<file path="src/rtl/opc8_arb_pkg.sv">
// Shared types and widths for the opc8 CPU/DMA memory-port arbiter.
package opc8_arb_pkg;

  localparam int ADDR_W   = 24;
  localparam int DATA_W   = 24;
  localparam int WAIT_W   = $clog2(8);
  localparam int STARVE_W = 8;
  localparam int BURST_W  = 8;

  typedef enum logic [1:0] {
    IDLE    = 2'd0,
    CPU_BUS = 2'd1,
    DMA_BUS = 2'd2
  } arb_state_e;

endpackage

</file>
<file path="src/rtl/opc8_arb_pick.sv">
// Winner select between CPU and DMA, with the anti-starvation counter that
// forces a DMA grant after STARVE_LIMIT contended CPU wins.
module opc8_arb_pick
  import opc8_arb_pkg::*;
#(
  parameter int STARVE_LIMIT = 4
) (
  input  logic clk,
  input  logic reset_b,
  input  logic i_cpu_req,
  input  logic i_dma_req,
  input  logic i_grant_en,
  output logic o_cpu_win,
  output logic o_dma_win
);

  localparam logic [STARVE_W-1:0] LIMIT = STARVE_W'(STARVE_LIMIT);

  logic [STARVE_W-1:0] r_starve_cnt;
  logic                w_forced;

  always_comb begin
    w_forced  = i_dma_req && (r_starve_cnt == LIMIT);
    o_cpu_win = i_cpu_req && !w_forced;
    o_dma_win = i_dma_req && !o_cpu_win;
  end

  // NOTE: sequential state uses non-blocking assignments so every register
  // samples pre-edge values regardless of statement order.
  always_ff @(posedge clk) begin
    if (!reset_b) begin
      r_starve_cnt <= '0;
    end else if (i_grant_en) begin
      if (o_dma_win)
        r_starve_cnt <= '0;
      else if (o_cpu_win && i_dma_req && r_starve_cnt != LIMIT)
        r_starve_cnt <= r_starve_cnt + STARVE_W'(1);
    end
  end

endmodule

</file>
<file path="src/rtl/opc8_bus_arbiter.sv">
// Shares one memory port between the opc8 CPU (paced by cpu_clken) and a DMA
// master. Optional DMA read bursts are enabled by OPC8_ARB_DMA_BURST_EN.
module opc8_bus_arbiter
  import opc8_arb_pkg::*;
#(
  parameter int MEM_LAT      = 1,
  parameter int STARVE_LIMIT = 4,
  parameter int MAX_BURST    = 16
) (
  input  logic              clk,
  input  logic              reset_b,
  input  logic              cpu_vpa,
  input  logic              cpu_vda,
  input  logic              cpu_rnw,
  input  logic [ADDR_W-1:0] cpu_address,
  input  logic [DATA_W-1:0] cpu_dout,
  output logic [DATA_W-1:0] cpu_din,
  output logic              cpu_clken,
  input  logic              dma_req,
  input  logic              dma_rnw,
  input  logic [ADDR_W-1:0] dma_address,
  input  logic [DATA_W-1:0] dma_wdata,
`ifdef OPC8_ARB_DMA_BURST_EN
  input  logic              dma_burst,
`endif
  output logic              dma_ack,
  output logic [DATA_W-1:0] dma_rdata,
  output logic              mem_ce,
  output logic              mem_we,
  output logic [ADDR_W-1:0] mem_address,
  output logic [DATA_W-1:0] mem_wdata,
  input  logic [DATA_W-1:0] mem_rdata
);

  localparam logic [WAIT_W-1:0]  LAST_WAIT = WAIT_W'(MEM_LAT - 1);
  localparam logic [BURST_W-1:0] LAST_BEAT = BURST_W'(MAX_BURST - 1);

  arb_state_e          r_state, w_next_state;
  logic [WAIT_W-1:0]   r_wait;
  logic                r_mem_we;
  logic [ADDR_W-1:0]   r_mem_address;
  logic [DATA_W-1:0]   r_mem_wdata;
  logic                r_burst;
  logic [BURST_W-1:0]  r_beat;

  logic w_cpu_req, w_cpu_win, w_dma_win, w_in_idle;
  logic w_done, w_burst_grant, w_next_beat;

  assign w_cpu_req = cpu_vpa | cpu_vda;
  assign w_in_idle = (r_state == IDLE);
  assign w_done    = !w_in_idle && (r_wait == LAST_WAIT);

`ifdef OPC8_ARB_DMA_BURST_EN
  assign w_burst_grant = dma_burst && dma_rnw;
`else
  assign w_burst_grant = 1'b0;
`endif

  // Another beat follows only while the requester keeps asking and the cap
  // has not been reached.
  assign w_next_beat = r_burst && dma_req && (r_beat != LAST_BEAT);

  opc8_arb_pick #(
    .STARVE_LIMIT (STARVE_LIMIT)
  ) u_pick (
    .clk        (clk),
    .reset_b    (reset_b),
    .i_cpu_req  (w_cpu_req),
    .i_dma_req  (dma_req),
    .i_grant_en (w_in_idle),
    .o_cpu_win  (w_cpu_win),
    .o_dma_win  (w_dma_win)
  );

  // NOTE: every output of this block gets a default first so no path through
  // the case statement can infer a latch.
  always_comb begin
    w_next_state = r_state;
    cpu_clken    = 1'b0;
    dma_ack      = 1'b0;
    mem_ce       = 1'b0;
    case (r_state)
      IDLE: begin
        cpu_clken = !w_cpu_req;
        if (w_cpu_win)      w_next_state = CPU_BUS;
        else if (w_dma_win) w_next_state = DMA_BUS;
      end
      CPU_BUS: begin
        mem_ce = (r_wait == '0);
        if (w_done) begin
          cpu_clken    = 1'b1;
          w_next_state = IDLE;
        end
      end
      DMA_BUS: begin
        mem_ce = (r_wait == '0);
        if (w_done) begin
          dma_ack = 1'b1;
          if (!w_next_beat) w_next_state = IDLE;
        end
      end
      default: w_next_state = IDLE;
    endcase
    // Reset aborts any access in flight and lets the CPU clock through.
    if (!reset_b) begin
      cpu_clken = 1'b1;
      dma_ack   = 1'b0;
      mem_ce    = 1'b0;
    end
  end

  always_ff @(posedge clk) begin
    if (!reset_b) begin
      r_state       <= IDLE;
      r_wait        <= '0;
      r_mem_we      <= 1'b0;
      r_mem_address <= '0;
      r_mem_wdata   <= '0;
      r_burst       <= 1'b0;
      r_beat        <= '0;
    end else begin
      r_state <= w_next_state;
      if (w_in_idle) begin
        r_wait <= '0;
        if (w_cpu_win) begin
          r_mem_address <= cpu_address;
          r_mem_wdata   <= cpu_dout;
          r_mem_we      <= !cpu_rnw;
          r_burst       <= 1'b0;
        end else if (w_dma_win) begin
          r_mem_address <= dma_address;
          r_mem_wdata   <= dma_wdata;
          r_mem_we      <= !dma_rnw;
          r_burst       <= w_burst_grant;
          r_beat        <= '0;
        end
      end else if (w_done) begin
        r_wait <= '0;
        if (r_state == DMA_BUS && w_next_beat) begin
          r_mem_address <= r_mem_address + ADDR_W'(1);
          r_beat        <= r_beat + BURST_W'(1);
        end
      end else begin
        r_wait <= r_wait + WAIT_W'(1);
      end
    end
  end

  assign mem_we      = r_mem_we;
  assign mem_address = r_mem_address;
  assign mem_wdata   = r_mem_wdata;
  assign cpu_din     = mem_rdata;
  assign dma_rdata   = mem_rdata;

endmodule

</file>
<file path="config.mk">
export PLATFORM = sky130hd
export DESIGN_NAME = opc8_bus_arbiter
export DESIGN_NICKNAME = d
export VERILOG_FILES = /design/src/rtl/opc8_arb_pkg.sv /design/src/rtl/opc8_arb_pick.sv /design/src/rtl/opc8_bus_arbiter.sv
export SDC_FILE = /design/constraint.sdc
export NUM_CORES = 1
export LEC_CHECK = 0
export CORE_UTILIZATION = 37
export CTS_BUF_LIST = sky130_fd_sc_hd__clkbuf_16
export DETAILED_ROUTE_END_ITERATION = 12
export PLACE_DENSITY_LB_ADDON = 0.3
export SYNTH_ARGS = -nofsm -noshare
export SYNTH_HDL_FRONTEND = slang
export SYNTH_SLANG_ARGS = --single-unit
</file>
<file path="constraint.sdc">
create_clock -name clk -period 2.6 [get_ports clk]
set_input_delay 0.65 -clock clk [delete_from_list [all_inputs] [get_ports clk]]
set_output_delay 0.65 -clock clk [all_outputs]
set_load 0.02 [all_outputs]
</file>
After elaboration in Yosys (flattened, before gate mapping). Cells that the tools add are included.

Eq/ne operators: 11. Reductions and logical operators: 28. $add $sub $neg: 4. Bitwise operators: 2. Multiplexer cells: 31.

Operators with widths (count): $mux 24 (7); $mux 8 (7); $add 24x1->24 const B (1); $add 8x1->8 const B (2); $mux 1 (10); $mux 2 (5); $logic_and 1x1->1 (9); $eq 8x3->1 const B (1); $ne 2x2->1 const B (4); $ne 8x3->1 const B (1); $ne 8x4->1 const B (1); $reduce_and 4->1 (2); $reduce_bool 2->1 (4); $logic_not 1->1 (6); $pmux 2 s3 (1); $reduce_and 2->1 (2); $add 3x1->3 const B (1); $logic_not 3->1 (1); $ne 3x1->1 const B (1); $reduce_and 3->1 (1); $reduce_or 3->1 (1); $eq 2x1->1 const B (1); $eq 2x2->1 const B (1); $logic_not 2->1 (1); other kinds (5) (5).

Input port bits: 127. Output and inout bits: 100. Bits in registers: 71. Word-level logic and storage cells: 84.

Logic depth before layout (Yosys ltp).
Word-level depth: 9. Depth in mapped cells: 8. Mapped depth without buffers: 6.

Hierarchy. Synthesis repeated with hierarchy kept, for this count alone.

Cell total of the unflattened synthesis: 409. Area, all modules: 3569.7 um^2.

By module, submodules not included: opc8_bus_arbiter (seq. area each 1081.0 um^2, cells an instance 358, area an instance 3111.7 um^2, instances 1); opc8_arb_pick (seq. area each 160.2 um^2, cells an instance 51, area an instance 457.9 um^2, instances 1).

Worst setup path before layout. Ideal clock, no wire load.

Path kind: input-to-output. Start: in cpu_vda. End: out cpu_clken. Stages on the path: 2. Path buffers: 0. Arrival time: 1.315 ns. Required time: 1.950 ns. Path slack: 0.635 ns. Cell sequence: o21a_1 o21ai_0.

Cells in the longest elaborated chain, start to end: 4.

Ends and longest elaborated chain: start, declared (RTL line opc8_bus_arbiter.sv:13) `input logic cpu_vda,`; $or 1x1->1 (RTL line opc8_bus_arbiter.sv:49) `assign w_cpu_req = cpu_vpa | cpu_vda;`; $logic_not 1->1 (RTL line opc8_bus_arbiter.sv:84) `cpu_clken = !w_cpu_req;`; $pmux 1 s2 (RTL line opc8_bus_arbiter.sv:82) `case (r_state)`; $mux 1 (RTL line opc8_bus_arbiter.sv:105) `if (!reset_b) begin`; end, declared (RTL line opc8_bus_arbiter.sv:18) `output logic cpu_clken,`.

No other way between the ends.

Final worst setup path. Ends and elaborated chain as after synthesis.

==> results.toml <==
[run_status]
outcome = "complete, no violations"

[sta]
clock.fmax_mhz = 405.9
relSlewSlack_pct = 68.39
rsz0062_at_grt = "no"
fin_crit_sh_pct = 94.76
worstMarginPinSlew_ns = 0.4710
drv_slew = 0
final-setup-viol-count = 0
min_period_ns = 2.464
post-route-worst-setup-slack_ns = 0.1364
hold_viol = 0
finalClockSkew_ns = 0.005517

[global_routing]
grt_max_degree = 29
overflow = 0
antenna_found_initial = 0
track_usage_pct = 19.62
grt_pass1_vias = 2892
grt_pass1_wl_um = 13230

[critical_path]
worstReg2RegStart = "u_pick.r_starve_cnt[0]$_SDFFE_PN0P_"
ff2ff_path_depth = 7
cp-start-kind = "primary input"
worstPathMaxFanout = 3
startpoint = "cpu_vda"
critPathCaptureType = "output port"
crit_end = "cpu_clken"
rr_endpoint = "mem_we$_SDFFE_PN0P_"
worstSetupPathType = "in -> out"
cp.arrival_ns = 1.81
regToRegSetupSlack_ns = 0.71
cp.required_ns = 1.95

[route]
drt_iter0_drc = 86
via_per_inst = 4.815
drcViolationCount = 0
vias = 2764
avgRoutedWirePerCell_um = 14.10
dr.pass1.iters = 4
antenna_left = 0
wirelength_um = 8094

[yosys]
async_flop_share_pct = 0
seq_area_frac_synth_pct = 39.95
syn_area_per_cell_um2 = 8.851
synth_cells = 351
synth_seq_cells = 62
synth_nets = 485
syn-cell-area_um2 = 3107
yosysUniqueCellTypes = 32
synth_edf_count = 0
ys_warn_count = 0
yosys_most_used_dff = "dfxtp_1"

[power_and_ir_drop]
clockPowerShare_pct = 31.6
comb_power_share_pct = 34.3
netSwitchingFraction_pct = 30.33
p_sw_mw = 1.066
p_int_mw = 2.449
vdd_drop_max_mv = 0.3259
cellLeakagePower_nw = 1.990
powerDensity_nw_per_um2 = 734.3
p_seq_share_pct = 34.1

[place]
dp_hpwl_um = 6277
port-buffer-count = 154
gp_congestion = 0.7705
place_ws_ns = -0.1539

[clocking]
cts.reportedPaths.clkPinSlew_ns = 0.05
cts_made_buffers = 9
h-tree-depth = 3
cts_tree = "yes"
cts_setup_buffers = 0
clk_latency_ns = 0.32
cts_max_path_buffers = 2
cts_hold_repair.buffers = 0
cts-resized-gates = 3
root_buffer = "clkbuf_16"
clock_sinks = 62

[floorplanning]
die-area_um2 = 8767
core-area_um2 = 8175
rows = 33
start_util_pct = 38.00
pin_count = 227
die_h_um = 93.63
die_x_um = 93.63

[layout]
area_growth_pct = 54.09
nNetsFinal = 598
diodes = 0
utilization_pct = 58.56
drive_above_1_share_pct = 6.397

[worst_hold_path]
hold_path.class = "reg -> reg"

[run]
drv_cap = 0
critical path, stage by stage:
cell	delay [ns]
clkdlybuf4s50_1	0.45
o21a_1	0.22
o21ai_0	0.15
dlygate4sd2_1	0.35
kinds of logic after synthesis:
group	count (synthesis)	synth area share, %
AND/OR/NAND/NOR	97	14.34
buffers and inverters	73	15.14
AO/OA/AOI/OAI	63	12.16
flip-flops	62	39.95
multiplexers	43	13.89
adder cells (fa/ha/maj)	7	2.819
XOR/XNOR	6	1.692
cell type report:
| cell class | count | area (µm²) |
|---|---|---|
| fill | 729 | 3388 |
| multi-input combinational | 216 | 1419 |
| tap | 105 | 131.4 |
| sequential | 62 | 1241 |
| timing repair buffer | 167 | 1685 |
| clock inverter | 7 | 55.05 |
| clock buffer | 9 | 225.2 |
| inverter | 8 | 30.03 |
flip-flops by register name, indices dropped and copies added (netlist names):
name,count
r_wait,3
u_pick.r_starve_cnt,8
r_state,2
mem_wdata,24
mem_we,1
mem_address,24
per-layer routing:
metal	track usage, %	part of all wire, %	wire [µm]
met4	6.538	1.2	99
met2	34.74	50	4044
met1	20.77	39	3152
met5	0	0	0
met3	8.455	9.9	798
power groups by stage:
stage                     logic [mW]  clock network [mW]  registers, mW
after global routing            1.30                1.18           1.22
after global placement          1.21                   0           1.21
final                           1.21                1.11           1.20
after floorplan                0.508                   0           1.39
after CTS                       1.22                1.14           1.20
after detailed placement        1.22                   0           1.22
cell usage in the layout, fill, tap and decap left out, types with 2 or more instances in the layout:
cell             instances
xor2_1                   3
xnor2_1                  3
buf_4                    9
a221o_1                  6
clkdlybuf4s50_1        151
o21ai_1                 44
nor2b_1                  4
nor2_1                  13
inv_1                    8
o21ai_0                  2
clkinv_2                 2
nor3_1                   7
and3_1                   5
nand4_1                  3
nand2_1                 55
clkbuf_16                9
mux2i_1                 42
nand3_1                  4
buf_12                   4
a21oi_1                  2
a21boi_1                 3
ha_1                     7
dlygate4sd2_1            3
clkinv_1                 4
dfxtp_1                 62
synth_stat cells, types with 2 or more instances:
| library cell | number | area, µm² |
|---|---|---|
| nand3_1 | 5 | 25.02 |
| and3_1 | 5 | 31.28 |
| nand2_1 | 55 | 206.5 |
| nor2_1 | 13 | 48.80 |
| clkbuf_1 | 8 | 30.03 |
| nand4_1 | 3 | 18.77 |
| o21ai_1 | 44 | 220.2 |
| buf_4 | 50 | 375.4 |
| a221o_1 | 6 | 60.06 |
| a21boi_1 | 4 | 30.03 |
| xor2_1 | 3 | 26.28 |
| inv_1 | 8 | 30.03 |
| ha_1 | 7 | 87.58 |
| o21ai_0 | 2 | 10.01 |
| a21oi_1 | 2 | 10.01 |
| mux2i_1 | 42 | 420.4 |
| dfxtp_1 | 62 | 1241 |
| nor2b_1 | 4 | 25.02 |
| xnor2_1 | 3 | 26.28 |
| nor3_1 | 7 | 35.03 |
| buf_2 | 7 | 35.03 |
worst min path at each step:
stage | start | to | slack, ns | cells past startpoint
floorplan | r_state[0]$_SDFFE_PN0P_ | r_state[0]$_SDFFE_PN0P_ | 0.47 | 2
global placement | mem_address[17]$_SDFFE_PN0P_ | mem_address[17]$_SDFFE_PN0P_ | 0.43 | 2
detailed placement | mem_wdata[1]$_SDFFE_PN0P_ | mem_wdata[1]$_SDFFE_PN0P_ | 0.44 | 2
CTS | mem_wdata[15]$_SDFFE_PN0P_ | mem_wdata[15]$_SDFFE_PN0P_ | 0.45 | 2
global route | mem_wdata[0]$_SDFFE_PN0P_ | mem_wdata[0]$_SDFFE_PN0P_ | 0.46 | 2
finish | mem_address[0]$_SDFFE_PN0P_ | mem_address[0]$_SDFFE_PN0P_ | 0.44 | 2
through the flow:
step                instances  hold WS (ns)  total power, mW  TNS, ns  area, µm²
CTS                       574        0.4478            3.563        0       4787
floorplan                 351        0.4655            1.903        0       3107
global placement          558        0.4344            2.418  -0.2185       4511
finish                    574        0.4445            3.515        0       4787
detailed placement        558        0.4411            2.440  -0.3359       4511
global route              574        0.4637            3.704        0       4787
No activity file was read; power rests on OpenSTA's default activity.
